===== src/rtl/pipe_pkg.sv =====
// Shared definitions for the fetch/decode pipeline stages.
// Provides the skid-buffer occupancy encoding, the statistics counter width
// and the default bubble instruction.
package pipe_pkg;

  // Occupancy of a two-entry skid buffer
  typedef enum logic [1:0] {
    OCC_EMPTY = 2'd0,
    OCC_ONE   = 2'd1,
    OCC_TWO   = 2'd2
  } occ_e;

  localparam int unsigned STAT_W = 16;

  // All-zero bubble; individual stages may override with an ISA-specific NOP
  localparam logic [31:0] NOP_INSTR_DEFAULT = 32'h0000_0000;

endpackage : pipe_pkg


===== src/rtl/if_id_skid_stage_sat_counter.sv =====
// sat_counter: width-parametrised event counter that sticks at all-ones.
// Used by if_id_skid_stage for its optional statistics.
module sat_counter
  import pipe_pkg::*;
#(
  parameter int unsigned W = STAT_W
) (
  input  logic         clk,
  input  logic         reset,
  input  logic         inc,
  output logic [W-1:0] count
);

  // Increment on request, hold once every bit is set
  always_ff @(posedge clk or negedge reset) begin
    if (!reset) begin
      count <= '0;
    end else if (inc && (count != {W{1'b1}})) begin
      count <= count + {{(W-1){1'b0}}, 1'b1};
    end
  end

endmodule : sat_counter


===== src/rtl/if_id_skid_stage.sv =====
// if_id_skid_stage: fetch -> decode register built as a two-entry skid buffer.
// in_ready is registered, so fetch never sees a combinational path from
// decode's out_ready. A flush empties the buffer and drops the beat accepted
// in the same cycle; a pop in that cycle still completes.
// Optional statistics ports are enabled by defining IF_ID_SKID_STATS_EN.
//
// state     | meaning
// ----------+---------------------------------------------------------
// OCC_EMPTY | nothing held, outputs show PC=0 / NOP_INSTR
// OCC_ONE   | main holds the beat on out_*, skid unused
// OCC_TWO   | main on out_*, skid holds the next beat, in_ready=0
module if_id_skid_stage
  import pipe_pkg::*;
#(
  parameter int unsigned          PC_W      = 32,
  parameter int unsigned          INSTR_W   = 32,
  parameter logic [INSTR_W-1:0]   NOP_INSTR = INSTR_W'(NOP_INSTR_DEFAULT)
) (
  input  logic               clk,
  input  logic               reset,
  input  logic               in_valid,
  output logic               in_ready,
  input  logic [PC_W-1:0]    in_pc,
  input  logic [INSTR_W-1:0] in_instr,
  input  logic               flush,
  output logic               out_valid,
  input  logic               out_ready,
  output logic [PC_W-1:0]    out_pc,
  output logic [INSTR_W-1:0] out_instr
`ifdef IF_ID_SKID_STATS_EN
  ,
  output logic [STAT_W-1:0]  flush_count,
  output logic [STAT_W-1:0]  bubble_count
`endif
);

  occ_e               state_q;
  occ_e               state_nxt;
  logic               in_ready_q;
  logic [PC_W-1:0]    main_pc_q;
  logic [INSTR_W-1:0] main_instr_q;
  logic [PC_W-1:0]    skid_pc_q;
  logic [INSTR_W-1:0] skid_instr_q;
  logic               accept;
  logic               pop;

  assign out_valid = (state_q != OCC_EMPTY);
  assign in_ready  = in_ready_q;
  assign out_pc    = main_pc_q;
  assign out_instr = main_instr_q;

  assign accept = in_valid & in_ready_q;
  assign pop    = out_valid & out_ready;

  // Occupancy transition; flush overrides everything and empties the buffer
  always_comb begin
    state_nxt = state_q;
    unique case (state_q)
      OCC_EMPTY: begin
        if (accept) state_nxt = OCC_ONE;
      end
      OCC_ONE: begin
        if (accept && !pop)      state_nxt = OCC_TWO;
        else if (!accept && pop) state_nxt = OCC_EMPTY;
      end
      OCC_TWO: begin
        if (pop) state_nxt = OCC_ONE;
      end
      default: state_nxt = OCC_EMPTY;
    endcase
    if (flush) state_nxt = OCC_EMPTY;
  end

  // Occupancy and registered ready; ready depends only on the next state
  always_ff @(posedge clk or negedge reset) begin
    if (!reset) begin
      state_q    <= OCC_EMPTY;
      in_ready_q <= 1'b1;
    end else begin
      state_q    <= state_nxt;
      in_ready_q <= (state_nxt != OCC_TWO);
    end
  end

  // Payload movement; anything heading to EMPTY is scrubbed to a NOP bubble
  always_ff @(posedge clk or negedge reset) begin
    if (!reset) begin
      main_pc_q    <= '0;
      main_instr_q <= NOP_INSTR;
      skid_pc_q    <= '0;
      skid_instr_q <= '0;
    end else if (state_nxt == OCC_EMPTY) begin
      main_pc_q    <= '0;
      main_instr_q <= NOP_INSTR;
      skid_pc_q    <= '0;
      skid_instr_q <= '0;
    end else begin
      unique case (state_q)
        OCC_EMPTY: begin
          if (accept) begin
            main_pc_q    <= in_pc;
            main_instr_q <= in_instr;
          end
        end
        OCC_ONE: begin
          if (accept && pop) begin
            main_pc_q    <= in_pc;
            main_instr_q <= in_instr;
          end else if (accept) begin
            skid_pc_q    <= in_pc;
            skid_instr_q <= in_instr;
          end
        end
        OCC_TWO: begin
          // Without a pop the whole buffer holds still
          if (pop) begin
            main_pc_q    <= skid_pc_q;
            main_instr_q <= skid_instr_q;
            skid_pc_q    <= '0;
            skid_instr_q <= '0;
          end
        end
        default: begin
          main_pc_q    <= '0;
          main_instr_q <= NOP_INSTR;
        end
      endcase
    end
  end

`ifdef IF_ID_SKID_STATS_EN
  logic flush_hit;
  logic bubble_hit;

  // A flush counts only when it actually kills something: the beat accepted
  // this cycle, or a held beat that is not being consumed by decode.
  assign flush_hit  = flush & (accept
                               | (state_q == OCC_TWO)
                               | ((state_q == OCC_ONE) & ~out_ready));
  assign bubble_hit = out_ready & ~out_valid;

  sat_counter #(.W(STAT_W)) u_flush_cnt (
    .clk   (clk),
    .reset (reset),
    .inc   (flush_hit),
    .count (flush_count)
  );

  sat_counter #(.W(STAT_W)) u_bubble_cnt (
    .clk   (clk),
    .reset (reset),
    .inc   (bubble_hit),
    .count (bubble_count)
  );
`endif

endmodule : if_id_skid_stage


===== config.mk =====
export PLATFORM = sky130hd
export DESIGN_NAME = if_id_skid_stage
export DESIGN_NICKNAME = d
export VERILOG_FILES = /design/src/rtl/pipe_pkg.sv /design/src/rtl/if_id_skid_stage_sat_counter.sv /design/src/rtl/if_id_skid_stage.sv
export SDC_FILE = /design/constraint.sdc
export NUM_CORES = 1
export LEC_CHECK = 0
export CORE_MARGIN = 4
export CORE_UTILIZATION = 35
export CTS_BUF_LIST = sky130_fd_sc_hd__clkbuf_8
export DETAILED_ROUTE_END_ITERATION = 10
export PLACE_DENSITY_LB_ADDON = 0.08
export SLEW_MARGIN = 0
export SYNTH_ARGS = -nofsm -noshare
export SYNTH_HDL_FRONTEND = slang
export SYNTH_SLANG_ARGS = --single-unit

===== constraint.sdc =====
create_clock -name clk -period 2.7 [get_ports clk]
set_clock_uncertainty 0.15 [all_clocks]
set_input_delay 0.54 -clock clk [delete_from_list [all_inputs] [get_ports clk]]
set_output_delay 0.54 -clock clk [all_outputs]
set_load 0.01 [all_outputs]

==> summary.md <==
- 8.94 mm — DP Wirelength
- 4 — first-pass detailed-route iteration total
- dfrtp_1, a22o_1, a22oi_1 — leading cell types by total area after synthesis
- 0 — count of pins over their slew limit
- 0 — YS warnings
- reg -> reg — worst hold path type
- 455 — number of standard cells after synthesis
- 31 — number of distinct library cells after synthesis
- 0.08 ns — Clk pin slew, worst setup/hold paths
- 60.7% — top-area cell type share of the netlist area
- or2_2 > clkdlybuf4s50_1 — list of cells traversed by the critical path
- 779 — final cell count without fillers
- 651 — Layout Nets
- 131 — total number of clock tree sinks
- 4425 — vias in the first global route
- 0 — antenna violation net count after detailed routing
- 2 — count of cell instances traversed by the critical path
- 18.3 um — average detailed-routed wire length per instance
- 0% — adder-cell share of the synthesized area
- 3280 um^2 — area of all sequential standard cells
- reg -> out — Worst Path Class, Setup
- output port — Critical Path End Type
- clkdlybuf4s50_1 — most common library cell in the layout ignoring fill and taps
- 6850 um^2 — post-place instance area
- 309 — DRT iter0 DRCs
- 23.9 mm — wire length of the first global-routing pass
- 1810 um^2 — multi-input logic area
- finished, final reports clean — status
- 2.42 ns — Tmin final
- 131 — number of synthesized register bits
- 100% — Post-synth ARST share
- 1 — Min-Delay Path Depth
- 1.73 ns — Worst Path Arrival
- 0 — number of instances resized during post-cts repair
- 0 — total inserted antenna cells
- 0 — Max-cap violations
- 0.327% — post-synthesis share of cell area spent on xor and xnor gates
- 5360 um^2 — Mapped Area
- dfrtp_1 — biggest area consumer among synthesized cells
- 5.38 — per-cell via count in the routed design
- 8 — Crit Path Max Fanout
- flip-flops — category of cells accounting for the largest share of critical-path delay
- 0 — initial antenna violation count
- 1 — worst path buffer plus inverter count
- 7320 um^2 — finished layout cell area
- compound AO/OA/AOI/OAI gates — combinational family with the most area after synthesis
- 4 — deepest level of the CTS H-tree
- 61.2% — sequential fraction of the synthesis area
- 14.2 mm — WL final
- dfrtp_1 — critical path's slowest cell
- 58.8% — worst max-slew margin expressed relative to the limit
- 5 — worst r2r path cells
- 17400 um^2 — area of the die
- 646 nW/um^2 — PD cells
- 0 — total setup violations reported at the end of the flow
- 17.1% — overall routing resource usage
- 36.6% — Syn-to-layout area delta
- 1347 — Layout fillers
- clkdlybuf4s50_1, dfrtp_1, a21oi_1 — highest-count cells in the layout ignoring fill and taps
- 0.187% — mux contribution to synthesized area
- dfrtp_1 — Primary FF master, synth
- 11.8 um^2 — syn avg cell area
- 0 — total count of hold-check failures in the final report
- flop — CP Launch Type
- 3.29 nW — Leakage
- 0.48 ns — Crit path largest cell delay
- 413 MHz — f_max
- 0 — number of design rule violations left after detail routing
- 132 um — Die X
- 2.01 ns — data required time at the worst endpoint
- 0 ns — total negative slack
- 0 — count of flip-flops with a built-in enable after synthesis
- 6.44% — Post-Synth Simple-Gate Area
- 524 — total nets after synthesis
- built — CTS tree
- 17 — Num CTS Buffers
- 36.3% — starting utilization of the core area
- 0.44 ns — clock latency reported for the late side of the worst-skew pair
- 26.6% — Compound-Gate Fraction of Synth Area
- 9.41% — fraction of layout instances using a drive strength above 1
- 135 — IO Count
- 0 — remaining global-route overflow
- 4.73 mW — Total Power Consumption
- 2 — largest buffer count on any clock path
- 134 — number of buffers added on ports
- 4190 — total vias in the final route
- 132 um — height of the die
- clkbuf_8 — clk root buf
- 260 uV — maximum ir drop on the vdd rail
- 44 — Placement Rows
- false — unrepaired setup endpoints after global routing
- 67 — pin count of the biggest net entering global routing
- 0.618 ns — worst slew pin tran
- 89.7% — final worst-path cycle share
- 14800 um^2 — core area
- 746 — number of instances in the placed design
- 0.763 — Placer Congestion
- 0 — post-CTS setup buffer count
[layer usage]
| metal | share of wire (%) | GRT usage (%) | up-vias |
|---|---|---|---|
| met5 | 0 | 0 | - |
| met4 | 0.79 | 4.78 | 0 |
| met3 | 6.8 | 6.30 | 8 |
| met2 | 45 | 25.4 | 140 |
| met1 | 48 | 23.7 | 2102 |
| li1 | - | - | 1940 |
[worst reg2reg max path: stages (launching register included)]
cell     delay (ns)
dfrtp_1        0.48
or2_4          0.32
a21oi_4        0.16
buf_4          0.37
a22oi_1        0.17
a21oi_1        0.19
[what timing repair did]
action	4_1_cts	5_1_grt
hold buffers	1	0
endpoints found under the hold margin	29	0
endpoints found under the setup margin	0	0
[cell families (layout without fill, tap and decap cells)]
family / count (synthesis) / count (layout)
flops: 131 / 131
simple gates: 80 / 80
mux: 1 / 1
xor+xnor: 2 / 2
buf+inv: 43 / 183
compound gates: 198 / 198
[synth_stat cells, types with 2 or more instances]
cell / instances
dfrtp_1: 130
a21oi_1: 67
nor2_1: 66
a22oi_1: 64
a22o_1: 63
buf_2: 14
clkbuf_1: 11
buf_4: 8
buf_8: 6
and3_1: 2
buf_1: 2
nand2_1: 2
or3_1: 2
[flip-flops by register name, indices dropped and copies added, names as in the netlist]
name and count:
skid_instr_q 32, state_q 2, skid_pc_q 32, out_instr 32, out_pc 32, in_ready 1
[final cells by class]
type	count	share of cell area [%]
repair buffers	150	21.0
well taps	184	3.14
flip-flops and latches	131	44.8
clock inverters	13	2.82
clock buffers	19	3.57
inverters	1	0.0512
multi-input cells	281	24.7
[metrics by stage]
step / utilization [%] / setup slack (ns) / hold WS, ns
after floorplan: - / 0.830 / 0.0944
after global placement: 46.4 / 0.261 / 0.333
after detailed placement: 46.4 / 0.228 / 0.333
after CTS: 49.6 / 0.215 / 0.356
after global routing: 49.6 / 0.191 / 0.363
final: 49.6 / 0.277 / 0.352
[report_power, final]
part           switching (mW)  internal (mW)  leakage (nW)
Clock                   0.791           1.15         0.220
Combinational           0.313          0.348          1.30
Sequential             0.0688           2.07          1.77
Total                    1.17           3.56          3.29
[path summary, 6_finish.rpt]
check	endpoint	startpoint	slack, ns
max in group asynchronous	out_pc[23]	reset	1.23
setup reg to reg	out_instr[2]	state_q[1]	0.78
min in group asynchronous	skid_instr_q[23]	reset	0.45
hold / removal	skid_instr_q[18]	skid_instr_q[18]	0.35
setup / recovery	out_valid	state_q[0]	0.28
hold reg to reg	skid_instr_q[18]	skid_instr_q[18]	0.35
(Power assumes the default switching activity.)
